$ cat config.mk
export PLATFORM = sky130hd
export DESIGN_NAME = i2c_target_regfile
export DESIGN_NICKNAME = d
export VERILOG_FILES = /design/src/rtl/i2c_target_regfile.sv
export SDC_FILE = /design/constraint.sdc
export NUM_CORES = 1
export LEC_CHECK = 0
export ABC_AREA = 0
export CAP_MARGIN = 0
export CORE_AREA = 2 2 143 145
export CTS_CLUSTER_SIZE = 10
export DETAILED_ROUTE_END_ITERATION = 6
export DIE_AREA = 0 0 145 147
export HOLD_SLACK_MARGIN = 0.06
export PLACE_DENSITY = 0.72
export RECOVER_POWER = 100
export REMOVE_ABC_BUFFERS = 1
export SYNTH_ARGS = -nofsm -noshare
export SYNTH_HDL_FRONTEND = slang
export SYNTH_SLANG_ARGS = --single-unit
$ cat constraint.sdc
create_clock -name clk -period 11.1 [get_ports clk]
set_input_delay 3.33 -clock clk [delete_from_list [all_inputs] [get_ports clk]]
set_output_delay 3.33 -clock clk [all_outputs]
set_load 0.02 [all_outputs]
$ cat src/rtl/i2c_target_regfile.sv
// -----------------------------------------------------------------------------
// i2c_target_regfile
//
// I2C target with a NUM_REGS x 8-bit register file. SCL and SDA are
// oversampled on the system clock. Nothing is clocked from SCL, so the system
// clock must run at least 8x faster than SCL.
//
// Controller protocol:
//   write: START, {DEV_ADDR,0}, pointer, data, data, ... STOP
//   read : START, {DEV_ADDR,1}, data, data, ... (controller NACKs the last byte)
//
// When AUTO_INC is set, the pointer advances after each data byte and wraps
// from NUM_REGS-1 to 0. A repeated START keeps the pointer, so a controller
// can set the pointer with a write and then read from that pointer.
//
// Ports:
//   clk          system clock
//   rst          asynchronous reset, active low
//   scl_i/sda_i  pad inputs (asynchronous to clk)
//   sda_oe       1 = pull SDA low, 0 = release
//   loc_we/loc_addr/loc_wdata
//                local fabric write port; out-of-range addresses are ignored
//   loc_rdata    combinational read of regs[loc_addr]; 0 when out of range
//   bus_wr       one-clk pulse for each data byte committed from I2C
//   bus_wr_addr  register written by that commit
//   bus_wr_data  byte written by that commit
//   rw           R/W bit of the last matched address byte (1 = read)
//   busy         high from START to STOP
// -----------------------------------------------------------------------------
module i2c_target_regfile #(
    parameter logic [6:0] DEV_ADDR    = 7'h42,
    parameter int         NUM_REGS    = 16,
    parameter int         SYNC_STAGES = 2,
    parameter bit         AUTO_INC    = 1'b1,
    localparam int        PTR_W       = $clog2(NUM_REGS)
) (
    input  logic             clk,
    input  logic             rst,
    input  logic             scl_i,
    input  logic             sda_i,
    output logic             sda_oe,
    input  logic             loc_we,
    input  logic [PTR_W-1:0] loc_addr,
    input  logic [7:0]       loc_wdata,
    output logic [7:0]       loc_rdata,
    output logic             bus_wr,
    output logic [PTR_W-1:0] bus_wr_addr,
    output logic [7:0]       bus_wr_data,
    output logic             rw,
    output logic             busy
);

    localparam logic [8:0]       NUM_REGS_W = 9'(NUM_REGS);
    localparam logic [PTR_W-1:0] LAST_PTR   = PTR_W'(NUM_REGS - 1);

    typedef enum logic [3:0] {
        ST_IDLE      = 4'd0,
        ST_ADDR      = 4'd1,
        ST_ADDR_ACK  = 4'd2,
        ST_PTR       = 4'd3,
        ST_PTR_ACK   = 4'd4,
        ST_WDATA     = 4'd5,
        ST_WDATA_ACK = 4'd6,
        ST_RDATA     = 4'd7,
        ST_RACK      = 4'd8,
        ST_IGNORE    = 4'd9
    } state_t;

    // Pointer advance after a data byte; holds when auto-increment is off.
    function automatic logic [PTR_W-1:0] next_ptr(input logic [PTR_W-1:0] p);
        logic [PTR_W-1:0] n;
        if (!AUTO_INC) begin
            n = p;
        end else if (p == LAST_PTR) begin
            n = {PTR_W{1'b0}};
        end else begin
            n = p + PTR_W'(1);
        end
        return n;
    endfunction

    logic [SYNC_STAGES-1:0] scl_sync_r;
    logic [SYNC_STAGES-1:0] sda_sync_r;
    logic                   scl_prev_r;
    logic                   sda_prev_r;
    logic                   scl_s;
    logic                   sda_s;
    logic                   scl_rise_s;
    logic                   scl_fall_s;
    logic                   start_s;
    logic                   stop_s;

    state_t                 state_r;
    logic [3:0]             bit_cnt_r;
    logic [6:0]             rx_sh_r;
    logic [6:0]             tx_sh_r;
    logic [PTR_W-1:0]       ptr_r;
    logic                   ack_flag_r;
    logic [7:0]             rx_byte_s;
    logic [7:0]             cur_byte_s;
    logic                   commit_s;

    logic [7:0]             regs_r [NUM_REGS];

    // Pad synchronisers plus one edge-detect stage. Reset to the idle-high bus level.
    always_ff @(posedge clk or negedge rst) begin
        if (!rst) begin
            scl_sync_r <= {SYNC_STAGES{1'b1}};
            sda_sync_r <= {SYNC_STAGES{1'b1}};
            scl_prev_r <= 1'b1;
            sda_prev_r <= 1'b1;
        end else begin
            scl_sync_r <= {scl_sync_r[SYNC_STAGES-2:0], scl_i};
            sda_sync_r <= {sda_sync_r[SYNC_STAGES-2:0], sda_i};
            scl_prev_r <= scl_sync_r[SYNC_STAGES-1];
            sda_prev_r <= sda_sync_r[SYNC_STAGES-1];
        end
    end

    assign scl_s      = scl_sync_r[SYNC_STAGES-1];
    assign sda_s      = sda_sync_r[SYNC_STAGES-1];
    assign scl_rise_s = scl_s & ~scl_prev_r;
    assign scl_fall_s = ~scl_s & scl_prev_r;
    // SCL must be high in both samples, so an SDA edge that coincides with an
    // SCL edge is never taken as START or STOP.
    assign start_s    = scl_s & scl_prev_r & sda_prev_r & ~sda_s;
    assign stop_s     = scl_s & scl_prev_r & ~sda_prev_r & sda_s;

    // Byte that is complete on the current SCL rise (MSB first).
    assign rx_byte_s  = {rx_sh_r, sda_s};
    assign cur_byte_s = regs_r[ptr_r];
    assign commit_s   = (state_r == ST_WDATA) && scl_rise_s && (bit_cnt_r == 4'd7)
                        && !start_s && !stop_s;

    // Register file. A bus commit takes priority over a local write to the same register.
    always_ff @(posedge clk or negedge rst) begin
        if (!rst) begin
            for (int i = 0; i < NUM_REGS; i++) begin
                regs_r[i] <= 8'h00;
            end
        end else begin
            for (int i = 0; i < NUM_REGS; i++) begin
                if (commit_s && (ptr_r == PTR_W'(i))) begin
                    regs_r[i] <= rx_byte_s;
                end else if (loc_we && (loc_addr == PTR_W'(i))) begin
                    regs_r[i] <= loc_wdata;
                end else begin
                    regs_r[i] <= regs_r[i];
                end
            end
        end
    end

    // Local read port; addresses past the last register read as zero.
    always_comb begin
        loc_rdata = 8'h00;
        if (9'(loc_addr) < NUM_REGS_W) begin
            loc_rdata = regs_r[loc_addr];
        end else begin
            loc_rdata = 8'h00;
        end
    end

    // Protocol FSM: tracks the transaction, drives SDA and the commit/status outputs.
    // SDA is only changed on SCL falls, apart from the release at START/STOP.
    always_ff @(posedge clk or negedge rst) begin
        if (!rst) begin
            state_r     <= ST_IDLE;
            bit_cnt_r   <= 4'd0;
            rx_sh_r     <= 7'h00;
            tx_sh_r     <= 7'h00;
            ptr_r       <= {PTR_W{1'b0}};
            ack_flag_r  <= 1'b0;
            sda_oe      <= 1'b0;
            bus_wr      <= 1'b0;
            bus_wr_addr <= {PTR_W{1'b0}};
            bus_wr_data <= 8'h00;
            rw          <= 1'b0;
            busy        <= 1'b0;
        end else begin
            bus_wr <= 1'b0;
            if (stop_s) begin
                state_r   <= ST_IDLE;
                bit_cnt_r <= 4'd0;
                sda_oe    <= 1'b0;
                busy      <= 1'b0;
            end else if (start_s) begin
                // Also a repeated START: the partial byte is dropped, the pointer is kept.
                state_r   <= ST_ADDR;
                bit_cnt_r <= 4'd0;
                sda_oe    <= 1'b0;
                busy      <= 1'b1;
            end else begin
                case (state_r)
                    ST_IDLE: begin
                        sda_oe <= 1'b0;
                    end

                    ST_ADDR: begin
                        if (scl_rise_s) begin
                            rx_sh_r <= rx_byte_s[6:0];
                            if (bit_cnt_r == 4'd7) begin
                                bit_cnt_r  <= 4'd0;
                                ack_flag_r <= 1'b0;
                                if (rx_byte_s[7:1] == DEV_ADDR) begin
                                    rw      <= rx_byte_s[0];
                                    state_r <= ST_ADDR_ACK;
                                end else begin
                                    state_r <= ST_IGNORE;
                                end
                            end else begin
                                bit_cnt_r <= bit_cnt_r + 4'd1;
                            end
                        end
                    end

                    // First fall drives ACK; second fall ends the ACK slot. For a
                    // read, that second fall also drives the MSB of the first byte.
                    ST_ADDR_ACK: begin
                        if (scl_fall_s) begin
                            if (!ack_flag_r) begin
                                sda_oe     <= 1'b1;
                                ack_flag_r <= 1'b1;
                            end else begin
                                ack_flag_r <= 1'b0;
                                if (rw) begin
                                    tx_sh_r   <= cur_byte_s[6:0];
                                    sda_oe    <= ~cur_byte_s[7];
                                    bit_cnt_r <= 4'd1;
                                    state_r   <= ST_RDATA;
                                end else begin
                                    sda_oe    <= 1'b0;
                                    bit_cnt_r <= 4'd0;
                                    state_r   <= ST_PTR;
                                end
                            end
                        end
                    end

                    ST_PTR: begin
                        if (scl_rise_s) begin
                            rx_sh_r <= rx_byte_s[6:0];
                            if (bit_cnt_r == 4'd7) begin
                                bit_cnt_r  <= 4'd0;
                                ack_flag_r <= 1'b0;
                                if ({1'b0, rx_byte_s} < NUM_REGS_W) begin
                                    ptr_r   <= rx_byte_s[PTR_W-1:0];
                                    state_r <= ST_PTR_ACK;
                                end else begin
                                    // Out-of-range pointer: leave SDA released (NACK).
                                    state_r <= ST_IGNORE;
                                end
                            end else begin
                                bit_cnt_r <= bit_cnt_r + 4'd1;
                            end
                        end
                    end

                    ST_PTR_ACK, ST_WDATA_ACK: begin
                        if (scl_fall_s) begin
                            if (!ack_flag_r) begin
                                sda_oe     <= 1'b1;
                                ack_flag_r <= 1'b1;
                            end else begin
                                sda_oe     <= 1'b0;
                                ack_flag_r <= 1'b0;
                                bit_cnt_r  <= 4'd0;
                                state_r    <= ST_WDATA;
                            end
                        end
                    end

                    ST_WDATA: begin
                        if (scl_rise_s) begin
                            rx_sh_r <= rx_byte_s[6:0];
                            if (bit_cnt_r == 4'd7) begin
                                bus_wr      <= 1'b1;
                                bus_wr_addr <= ptr_r;
                                bus_wr_data <= rx_byte_s;
                                ptr_r       <= next_ptr(ptr_r);
                                bit_cnt_r   <= 4'd0;
                                ack_flag_r  <= 1'b0;
                                state_r     <= ST_WDATA_ACK;
                            end else begin
                                bit_cnt_r <= bit_cnt_r + 4'd1;
                            end
                        end
                    end

                    // bit_cnt_r counts bits already driven. The fall after bit 0 releases SDA.
                    ST_RDATA: begin
                        if (scl_fall_s) begin
                            if (bit_cnt_r == 4'd8) begin
                                sda_oe     <= 1'b0;
                                ack_flag_r <= 1'b0;
                                state_r    <= ST_RACK;
                            end else begin
                                sda_oe    <= ~tx_sh_r[6];
                                tx_sh_r   <= {tx_sh_r[5:0], 1'b0};
                                bit_cnt_r <= bit_cnt_r + 4'd1;
                            end
                        end
                    end

                    // The controller's ACK is sampled on the rise. The next byte is
                    // loaded on the following fall, from the already advanced pointer.
                    ST_RACK: begin
                        if (scl_rise_s) begin
                            if (sda_s) begin
                                state_r <= ST_IGNORE;
                            end else begin
                                ptr_r      <= next_ptr(ptr_r);
                                ack_flag_r <= 1'b1;
                            end
                        end else if (scl_fall_s && ack_flag_r) begin
                            tx_sh_r    <= cur_byte_s[6:0];
                            sda_oe     <= ~cur_byte_s[7];
                            bit_cnt_r  <= 4'd1;
                            ack_flag_r <= 1'b0;
                            state_r    <= ST_RDATA;
                        end
                    end

                    ST_IGNORE: begin
                        sda_oe <= 1'b0;
                    end

                    default: begin
                        state_r <= ST_IDLE;
                        sda_oe  <= 1'b0;
                    end
                endcase
            end
        end
    end

endmodule

Yosys cells after proc, flatten, opt, wreduce, memory -nomap -nowiden
Index checks and enable logic that the tools add are counted.
{"block": "op_classes", "n_addsub": 2, "n_lt_le_gt_ge": 3, "n_eq_ne": 82, "n_mux": 117, "bitwise_logic": 17, "n_reduce_logical": 76}
{"op": "two-way mux 8 bit", "count": 36}
{"op": "two-way mux 4 bit", "count": 39}
{"op": "== test 4 bit (second input constant)", "count": 19}
{"op": "binary-select mux 8 bit (select 4 bit)", "count": 2}
{"op": "!= test 4 bit (second input constant)", "count": 14}
{"op": "== test 4 x 3 -> 1 bit (second input constant)", "count": 13}
{"op": "two-way mux 7 bit", "count": 7}
{"op": "AND reduction 10 bit", "count": 4}
{"op": "logical AND 1 bit", "count": 37}
{"op": "nonzero test 2 bit", "count": 17}
{"op": "one-hot mux 4 bit (8 select lines)", "count": 1}
{"op": "!= test 2 bit (second input constant)", "count": 14}
{"op": "two-way mux 1 bit", "count": 26}
{"op": "== test 4 x 2 -> 1 bit (second input constant)", "count": 6}
{"op": "one-hot mux 7 bit (3 select lines)", "count": 1}
{"op": "one-hot mux 4 bit (5 select lines)", "count": 1}
{"op": "AND reduction 15 bit", "count": 1}
{"op": "== test 4 x 1 -> 1 bit (second input constant)", "count": 3}
{"op": "zero test 4 bit", "count": 3}
{"op": "one-hot mux 4 bit (3 select lines)", "count": 1}
{"op": "AND reduction 6 bit", "count": 2}
{"op": "greater-or-equal comparator 5 bit (second input constant)", "count": 2}
{"op": "!= test 5 bit (second input constant)", "count": 2}
{"op": "inverter 4 -> 5 bit", "count": 2}
{"op": "other kinds (21)", "count": 44}
{"block": "totals", "reg_bits": 177, "out_inout_bits": 24, "word_cells": 329}

Logic depth before layout (Yosys ltp)
{"block": "logic_depth", "word_depth": 11, "ltp_mapped": 9, "ltp_nobuf": 8}

Worst setup path after synthesis
OpenSTA, ideal clock, no wires.
{"block": "synth_path", "path_type": "input to output", "start": "in loc_addr[0]", "end": "out loc_rdata[0]", "arrival_time_ns": 4.961, "required_time_ns": 7.770, "path_slack_ns": 2.809, "stages": 4, "n_path_buf": 2, "path_cell_list": "buf_2 -> buf_2 -> mux4_2 -> mux4_2"}
{"block": "synth_via", "elab_chain_cells": 4}
{"item": "start, declared", "line": "43", "source": "input logic [PTR_W-1:0] loc_addr,"}
{"item": "inverter 4 -> 5 bit (not written as such)", "line": "158", "source": "loc_rdata = regs_r[loc_addr];"}
{"item": "binary-select mux 8 bit (select 4 bit)", "line": "158"}
{"item": "two-way mux 8 bit (not written as such) (2 in a row)", "line": "158"}
{"item": "end, declared", "line": "45", "source": "output logic [7:0] loc_rdata,"}
Every way passes these cells. The select of a mux whose other input is x is not followed.

Worst setup path in the final report
{"block": "layout_path", "start": "in loc_addr[0]", "end": "out loc_rdata[2]"}
The elaborated chain is that of the path after synthesis.

==> flow_summary.toml <==
[run_status]
status = "complete, but fails checks"
violations = "max-capacitance violations, max-slew violations"

[power]
netSwitchingFraction_pct = 36.62
p_int_mw = 1.527
p_leak_nw = 4.810
ir_drop_v = 0.0001084
power.total_mw = 2.410
power_density_nw_per_um2 = 207.6
pwr-share-clk_pct = 25.2
power_frac_comb_pct = 31.5
seqPwrFrac_pct = 43.3
netSwitchingPower_mw = 0.8826

[setup_path]
crit_path_start_kind = "primary input"
crit_fanout = 33
critPathArrivalTime_ns = 5.97
reg2reg_slack_ns = 6.43
rr_worst_depth = 8
r2r_start = "ptr_r[0]$_DFFE_PN0P_"
crit_type = "primary input to primary output"
endpoint_kind = "primary output"
cp_data_required_time_ns = 7.77
r2r-end = "regs_r[4]$_DFFE_PN0P_"

[logic_synthesis]
synth_cells = 1007
ys.flop_type = "dfrtp_1"
ys_top_cells_by_area = "dfrtp_1 (40%), mux4_2 (17%), mux2i_1 (13%), a21oi_1 (5.3%), nor2_1 (4.5%)"
yosysUniqueCellTypes = 64
synth_edf_count = 0
yosysTopAreaCell = "dfrtp_1"
netlist_area_um2 = 10720
synth-seq-cells = 177
synth_top_area_share_pct = 39.92
yosys_warnings = 0
synth.avg_cell_area_um2 = 10.65
synth_seq_area_share_pct = 41.39
synth-async-reset-ratio_pct = 100.0

[clock_network]
cts_inserted_buffers = 17
hold_buffers = 0
cts_max_level = 4
cts_tree = "done"
clockRootBuffer = "clkbuf_16"
clock_path_buffers = 2
postCtsResizedCells = 0
insertion_delay_ns = 0.44
cts_setup_buffers = 0
clk_pin_slew_worst_paths_ns = 0.08
cts_num_sinks = 177

[timing]
final-setup-viol-count = 0
clock.fmax_mhz = 107.5
drv_slew = 239
hold_viol = 0
whs_ns = 0.3633
fin_ws_ns = 1.800
maxSlewHeadroom_pct = -131.8
worst_slew_pin_slew_ns = 3.476
fin_tns_setup_ns = 0
finalCritPeriodShare_pct = 83.79
clock_skew_ns = 0.01144
period_needed_ns = 9.300
rsz0062_at_grt = "false"

[routing]
dr.pass1.iters = 5
avgRoutedWirePerCell_um = 23.96
drcViolationCount = 0
num_vias = 8349
drt_iter0_drc = 1068
avgViaCountPerCell = 6.574
ant_nets = 0
finalWirelength_um = 30430

[layout]
layout_commonest_cell = "dfrtp_1"
final_cells = 1270
post-route-util_pct = 58.50
layout_common_cells = "dfrtp_1 (170), mux2i_1 (139), nor2_1 (133), a21oi_1 (114), nand2_1 (87)"
area_growth_pct = 8.286
post-route-cell-area_um2 = 11610
fin_nets = 1010
multi_input_area_um2 = 5799
drive_gt1_share_pct = 13.10
fill_cells = 1662
n_antenna_cell = 0
regArea_um2 = 4438

[grt]
grt_max_degree = 67
grt_overflow = 0
antenna_found_initial = 0
grtUsageTotal_pct = 29.48
grt_pass1_vias = 8132
grt_pass1_wl_um = 47850

[die]
num_io_pins = 41
rows = 52
dieWidth_um = 145
core_um2 = 19840
start_util_pct = 54.02
die_area_um2 = 21320
die_y_um = 147

[min_path]
min_path_type = "flip-flop to flip-flop"
hp-start = "sda_sync_r[0]$_DFF_PN1_"
min_to = "sda_sync_r[1]$_DFF_PN1_"
whs_path_depth = 0

[run]
cap_violations = 7

[placement]
port_buffers = 40
pre_cts_ws_ns = 1.879
place.gp.congestion = 0.8926
post-place-cells = 1238
place_area_um2 = 11120
place_hpwl_um = 18830
-- how the worst max path moves through the flow --
stage	startpoint	endpoint	slack, ns	depth (start not counted)
2_1_floorplan	loc_addr[0]	loc_rdata[0]	3.44	2
3_3_place_gp	loc_addr[0]	loc_rdata[2]	1.92	4
3_5_place_dp	loc_addr[0]	loc_rdata[7]	1.88	4
4_1_cts	loc_addr[0]	loc_rdata[7]	1.87	4
5_1_grt	rst	ptr_r[0]$_DFFE_PN0P_	1.39	2
6_report	loc_addr[0]	loc_rdata[2]	1.80	4
-- Yosys cell counts (3+ instances only) --
master / instances
or3_1: 3
buf_2: 23
mux2_2: 8
nor2_1: 128
mux4_2: 79
mux2_1: 3
clkbuf_1: 51
nor2_2: 5
buf_1: 5
o211ai_1: 3
nor2b_1: 10
nor3_1: 3
inv_1: 6
a31oi_1: 5
ha_1: 6
nand3b_1: 5
nor4_1: 4
nand3_1: 21
mux2i_1: 139
nand4_1: 5
dfrtp_1: 171
o21ai_0: 53
buf_4: 6
dfstp_2: 6
nand2b_1: 9
a21oi_1: 113
nand2_1: 87
and3_1: 3
-- registers in the layout (all words and copies together), names as in the netlist, 2 cells and up --
register	count
bit_cnt_r	4
bus_wr_addr	4
bus_wr_data	8
ptr_r	4
regs_r	128
rx_sh_r	7
scl_sync_r	2
sda_sync_r	2
state_r	4
tx_sh_r	7
-- power by group through the flow --
stage	Clock (mW)	Combinational, mW	Sequential (mW)
6_report	0.608	0.759	1.04
5_1_grt	0.642	0.833	1.06
4_1_cts	0.612	0.764	1.03
3_5_place_dp	0	0.760	1.04
3_3_place_gp	0	0.741	1.04
2_1_floorplan	0	0.556	0.980
-- logic make-up after synthesis --
kind of cell / Yosys count / share of synthesized area, %
DFF: 177 / 41.39
xor gates and xnor gates: 1 / 0.08171
adders and majority gates: 6 / 0.7003
and+or+nand+nor: 298 / 12.73
muxes: 229 / 30.73
buffers and inverters: 96 / 4.003
AOI/OAI and AO/OA: 200 / 10.36
-- critical path, cell delays in order --
cell,delay (ns)
buf_2,0.81
mux4_2,0.60
mux4_2,0.53
dlygate4sd3_1,0.68
-- per-layer routing --
metal / up-vias / part of all wire [%] / GRT usage [%]
met4: 0 / 4.0 / 12.13
met5: - / 0 / 0
met3: 78 / 7.8 / 6.087
li1: 3649 / - / -
met1: 4173 / 41 / 40.59
met2: 449 / 47 / 46.31
-- cell type report --
type,count,share of cell area [%]
sequential,177,38.23
timing repair buffer,50,3.665
clock inverter,11,1.045
multi-input combinational,734,49.96
clock buffer,21,3.966
tap,270,2.910
inverter,7,0.2263
(Power assumes the default switching activity.)
